`src/rtl/latch_load_ctrl.sv`:
```
// rtl/latch_load_ctrl.sv - serial-to-parallel loader driving a D latch bank with a setup/enable/hold sequence
// Optional even-parity check on each word is built when LATCH_PARITY_EN is defined.
module latch_load_ctrl #(
    parameter int WIDTH       = 8,
    parameter int HOLD_CYCLES = 2
) (
    input  logic             clk,
    input  logic             rst_n,
    input  logic             ser_d,
    input  logic             ser_valid,
    output logic             ser_ready,
    output logic [WIDTH-1:0] d,
    output logic             e,
    output logic             load_done
`ifdef LATCH_PARITY_EN
    ,
    output logic             par_err
`endif
);

`ifdef LATCH_PARITY_EN
    localparam int PAR = 1;
`else
    localparam int PAR = 0;
`endif
    localparam int NBITS = WIDTH + PAR;
    // The shift register keeps only the bits still needed once the final bit arrives.
    localparam int SW    = WIDTH - 1 + PAR;
    localparam int CW    = $clog2(WIDTH + 1);
    localparam logic [CW-1:0] CNT_LAST = CW'(NBITS - 1);
    localparam logic [7:0]    EN_LAST  = 8'(HOLD_CYCLES - 1);

    typedef enum logic [1:0] {
        S_SHIFT,
        S_SETUP,
        S_ENABLE,
        S_HOLD
    } state_t;

    state_t            state_q, state_d;
    logic [CW-1:0]     cnt_q, cnt_d;
    logic [7:0]        en_cnt_q, en_cnt_d;
    logic [SW-1:0]     shreg_q, shreg_d;
    logic [WIDTH-1:0]  d_q, d_d;
    logic              e_q, e_d;
    logic              ser_ready_q, ser_ready_d;
    logic              load_done_q, load_done_d;
    logic [SW:0]       shifted;
    logic              accept;
`ifdef LATCH_PARITY_EN
    logic              par_err_q, par_err_d;
`endif

    assign accept  = ser_valid && ser_ready_q;
    assign shifted = {shreg_q, ser_d};

    always_comb begin
        state_d  = state_q;
        cnt_d    = cnt_q;
        en_cnt_d = en_cnt_q;
        shreg_d  = shreg_q;
        d_d      = d_q;
`ifdef LATCH_PARITY_EN
        par_err_d = 1'b0;
`endif
        case (state_q)
            S_SHIFT: begin
                if (accept) begin
                    if (cnt_q == CNT_LAST) begin
                        cnt_d   = '0;
                        shreg_d = '0;
`ifdef LATCH_PARITY_EN
                        // Data bits plus even parity must XOR to zero.
                        if (^shifted) begin
                            par_err_d = 1'b1;
                        end else begin
                            d_d     = shreg_q;
                            state_d = S_SETUP;
                        end
`else
                        d_d     = shifted;
                        state_d = S_SETUP;
`endif
                    end else begin
                        cnt_d   = cnt_q + 1'b1;
                        shreg_d = shifted[SW-1:0];
                    end
                end
            end
            S_SETUP: begin
                en_cnt_d = 8'd0;
                state_d  = S_ENABLE;
            end
            S_ENABLE: begin
                if (en_cnt_q == EN_LAST) begin
                    state_d = S_HOLD;
                end else begin
                    en_cnt_d = en_cnt_q + 8'd1;
                end
            end
            S_HOLD: begin
                state_d = S_SHIFT;
            end
            default: begin
                state_d = S_SHIFT;
            end
        endcase

        // Outputs are registered images of the next state.
        ser_ready_d = (state_d == S_SHIFT);
        e_d         = (state_d == S_ENABLE);
        load_done_d = (state_d == S_HOLD);
    end

    always_ff @(posedge clk or negedge rst_n) begin
        if (!rst_n) begin
            state_q     <= S_SHIFT;
            cnt_q       <= '0;
            en_cnt_q    <= 8'd0;
            shreg_q     <= '0;
            d_q         <= '0;
            e_q         <= 1'b0;
            ser_ready_q <= 1'b1;
            load_done_q <= 1'b0;
`ifdef LATCH_PARITY_EN
            par_err_q   <= 1'b0;
`endif
        end else begin
            state_q     <= state_d;
            cnt_q       <= cnt_d;
            en_cnt_q    <= en_cnt_d;
            shreg_q     <= shreg_d;
            d_q         <= d_d;
            e_q         <= e_d;
            ser_ready_q <= ser_ready_d;
            load_done_q <= load_done_d;
`ifdef LATCH_PARITY_EN
            par_err_q   <= par_err_d;
`endif
        end
    end

    assign d         = d_q;
    assign e         = e_q;
    assign ser_ready = ser_ready_q;
    assign load_done = load_done_q;
`ifdef LATCH_PARITY_EN
    assign par_err   = par_err_q;
`endif

endmodule
```
`config.mk`:
```
export PLATFORM = sky130hd
export DESIGN_NAME = latch_load_ctrl
export DESIGN_NICKNAME = d
export VERILOG_FILES = /design/src/rtl/latch_load_ctrl.sv
export SDC_FILE = /design/constraint.sdc
export NUM_CORES = 1
export LEC_CHECK = 0
export CAP_MARGIN = 15
export CORE_UTILIZATION = 55
export DETAILED_ROUTE_END_ITERATION = 12
export GPL_TIMING_DRIVEN = 1
export PLACE_DENSITY = 0.78
export RECOVER_POWER = 25
export SLEW_MARGIN = 20
export SYNTH_ARGS = -nofsm -noshare
export SYNTH_HDL_FRONTEND = slang
export SYNTH_SLANG_ARGS = --single-unit
```
`constraint.sdc`:
```
create_clock -name clk -period 4.15 [get_ports clk]
set_clock_uncertainty 0.05 [all_clocks]
set_input_delay 1.0375 -clock clk [delete_from_list [all_inputs] [get_ports clk]]
set_output_delay 1.0375 -clock clk [all_outputs]
set_load 0.01 [all_outputs]
```
---- Word level (Yosys, flattened, before mapping) ----
Cells that the tools add are included.
Widths: inputs -> output; s select.
operators by class
  muxes and demuxes ....................... 8
  eq/ne operators ......................... 8
  $add $sub $neg .......................... 2
  reduce and logical (&&, ||, !) cells .... 7
operators with widths
  cell                 count
  $pmux 8 s2           1
  $add 8x1->8 const B  1
  $eq 2x2->1 const B   4
  $eq 8x1->1 const B   1
  $mux 8               1
  $pmux 2 s4           1
  $mux 7               1
  $mux 2               3
  $add 4x1->4 const B  1
  $eq 4x3->1 const B   1
  $logic_not 2->1      2
  $mux 4               1
  $reduce_and 2->1     2
  $reduce_and 3->1     1
  $eq 2x1->1 const B   1
  $ne 2x2->1 const B   1
  $reduce_bool 2->1    1
  $logic_and 1x1->1    1
storage, ports and cells
  input bits .............................. 4
  word-level logic and storage cells ...... 33
  register bits ........................... 32

---- Longest topological paths before layout ----
  depth in word-level cells ............... 5
  depth in mapped cells ................... 6

---- Worst setup path before layout ----
OpenSTA, ideal clock, no wires.
  path type ............................... input to register
  start point ............................. input port ser_valid
  end point ............................... register d_q[0], in the netlist d[0]
  data required time ...................... 3.975 ns
  buffers on the path ..................... 0
  arrival ................................. 1.826 ns
  slack ................................... 2.149 ns
  cell stages on the path ................. 3
  setup time .............................. 0.125 ns
  cells stage by stage .................... nand3_1 > nor2_2 > mux2_2
between the ends
  cells in the longest elaborated chain, start to end .. 2
RTL lines
  element                     line  RTL
  from (decl)                 10    input logic ser_valid,
  $logic_and 1x1->1           54    assign accept = ser_valid && ser_ready_q;
  $reduce_and 3->1 (no line)  n/a
  to (signal assigned)        121   d_q <= '0;
  to (signal assigned)        133   d_q <= d_d;
  to (decl)                   44    logic [WIDTH-1:0] d_q, d_d;
Every way passes these cells.
A chain may end at the register's enable or synchronous reset.

==> out/qor.yml <==
timing:
  min_period_ns: 2.63
  drv_slew: 33
  hold_viol: 0
  clock.fmax_mhz: 380
  tightestPinTransition_ns: 1.62
  fin_tns_setup_ns: 0
  relSlewSlack_pct: -7.97
  fin_ws_ns: 1.52
  fin_crit_sh_pct: 63.5
  setup_viol: 0
  rsz0062_at_grt: "no"
pwr:
  leakage_nw: 0.719
  p_per_area_nw_per_um2: 666
  power.total_mw: 1.09
  vdd_drop_max_mv: 0.539
clocking:
  cts_buffers: 5
  clock-sinks: 32
  cts_buffer_depth: 2
  h-tree-depth: 2
  clk_latency_ns: 0.34
  cts_resized: 0
  cts_tree: "done"
  clk_pin_slew_ns: 0.09
  root_buffer: "clkbuf_4"
  hold_buffers: 0
  postCtsSetupBuffers: 0
final_layout:
  instances_no_fill: 160
  antenna_cells: 0
  layout-drive-gt1-share_pct: 18.9
  layout_commonest_cell: "dfrtp_1"
  finalNetCount: 141
  fin_area_sq_um: 1640
  area_delta_synth_final_pct: 16.2
  final_cell_mix: "dfrtp_1 (31), clkdlybuf4s50_1 (13), mux2_2 (10)"
  n_fill_cell: 171
global_routing:
  grt_pass1_wl_um: 3730
  grt_usage_pct: 19.7
  overflow: 0
  grt_max_degree: 33
  grt_pass1_vias: 843
  grt_antenna_before_repair: 0
floorplanning:
  start_util_pct: 60.9
  coreArea_sq_um: 2320
  fp.dieH_um: 52.7
  io_pins: 15
  die_area_sq_um: 2770
  rows: 17
  dieWidth_um: 52.7
drt:
  antenna_left: 0
  wl_per_cell_um: 14.4
  drc: 0
  first_iter_violations: 8
  wl_um: 2300
  routed_via_density: 5.79
  vias: 926
  drt-pass1-iter-count: 4
flow_run:
  maxCapViolCount: 1
run_status:
  violations: "max-capacitance violations, max-slew violations"
  status: "finished, violations left"
logic_synthesis:
  ys_seq_area_share_pct: 56.8
  ys_types: 34
  synth_top_area_share_pct: 55.0
  syn_avg_cell_area_sq_um: 12.6
  ys_ff_latch: 32
  synth_area_leader_cell: "dfrtp_1"
  netlist_area_sq_um: 1410
  yosys-top-cells-area: "dfrtp_1 (55%), mux2_2 (8.0%), ha_1 (5.3%)"
  yosys_warnings: 0
  netlist_instances: 112
  mappedNetlistNets: 122
setup_path:
  rr_worst_depth: 5
  worstPathCellList: "dlygate4sd3_1, clkbuf_1"
  crit_required_ns: 4.25
  worstPathArrival_ns: 2.73
  regToRegSetupSlack_ns: 1.94
  worstSetupEndpointType: "async pin"
  r2r-end: "d[6]"
  worstSetupStartpointType: "input port"
  slowest_delay_ns: 1.17
  cpMaxStageDelayCell: "clkbuf_1"
  worstReg2RegStart: "state_q[0]"
  path_delay_family: "buffers and inverters"
  worstSetupPathType: "input port to async pin"
  crit_path_max_fanout: 32
  crit_cells: 2
  crit_buf_inv: 2
placement:
  dp.cells: 152
  port_buffers: 14
  place_area_sq_um: 1580
  gp_congestion: 0.818
  place_ws_ns: 1.17
  dp_hpwl_um: 1600
min_path:
  hold_depth: 1
  hold_start: "d[1]"
  hold_end: "d[1]"
  hold_path_class: "flop to flop"
[per-layer routing]
layer	global-route usage (%)	up-vias	part of all wire (%)
met3	6.09	5	3.6
met5	0	-	0
met2	26.4	17	44
li1	-	457	-
met1	26.9	447	50
met4	13.2	0	2.0
[cells in the mapped netlist]
cell	number
dfrtp_1	31
mux2_2	10
a22o_1	7
ha_1	6
o21ai_0	6
inv_1	5
nand3_1	5
clkbuf_1	3
nand2_1	3
nand4_1	3
o211ai_1	3
a21oi_1	2
mux2i_1	2
nand2b_1	2
nor2b_1	2
o22ai_1	2
o31ai_1	2
or2_2	2
dfstp_2	1
nand3b_1	1
nor2_1	1
nor2_2	1
nor3_1	1
nor3b_1	1
nor4_4	1
o21a_1	1
o311ai_0	1
o31a_1	1
or3_1	1
or3b_2	1
or4_1	1
or4_4	1
xnor2_1	1
xor2_1	1
[through the flow]
stage | util (%) | hold WS, ns
3_5_place_dp | 68.3 | 0.441
2_1_floorplan | - | 0.395
6_report | 70.8 | 0.463
4_1_cts | 70.9 | 0.459
3_3_place_gp | 68.3 | 0.436
5_1_grt | 70.8 | 0.482
[cell families after synthesis]
logic type	share of synthesized area [%]
AND/OR/NAND/NOR	12.6
adder cells (fa/ha/maj)	5.32
flip-flops	56.8
AO/OA/AOI/OAI	12.5
buffers and inverters	2.13
XOR/XNOR	1.24
multiplexers	9.40
[power breakdown]
part	switching [mW]	internal, mW
Clock	0.103	0.0805
Combinational	0.192	0.220
Sequential	0.0768	0.421
[registers in the layout, indices dropped and copies added, names as in the netlist]
register and count:
d 8, en_cnt_q 8, shreg_q 7, cnt_q 4, state_q 2, e 1
load_done 1, ser_ready 1
[worst max-delay path by stage]
stage | from | to | slack, ns
6_report | rst_n | cnt_q[1] | 1.52
5_1_grt | rst_n | e | 1.02
4_1_cts | ser_valid | d[6] | 1.53
3_5_place_dp | ser_valid | d[0] | 1.17
3_3_place_gp | ser_valid | d[5] | 1.26
2_1_floorplan | ser_valid | d[0] | 2.15
[layout make-up]
class | count | area [sq um] | share of cell area, %
timing repair buffer | 15 | 144 | 8.77
inverter | 5 | 18.8 | 1.14
sequential | 32 | 802 | 48.9
multi-input combinational | 72 | 579 | 35.3
tap | 28 | 35.0 | 2.14
clock inverter | 2 | 10.0 | 0.610
clock buffer | 6 | 51.3 | 3.13
(Power assumes the default switching activity.)
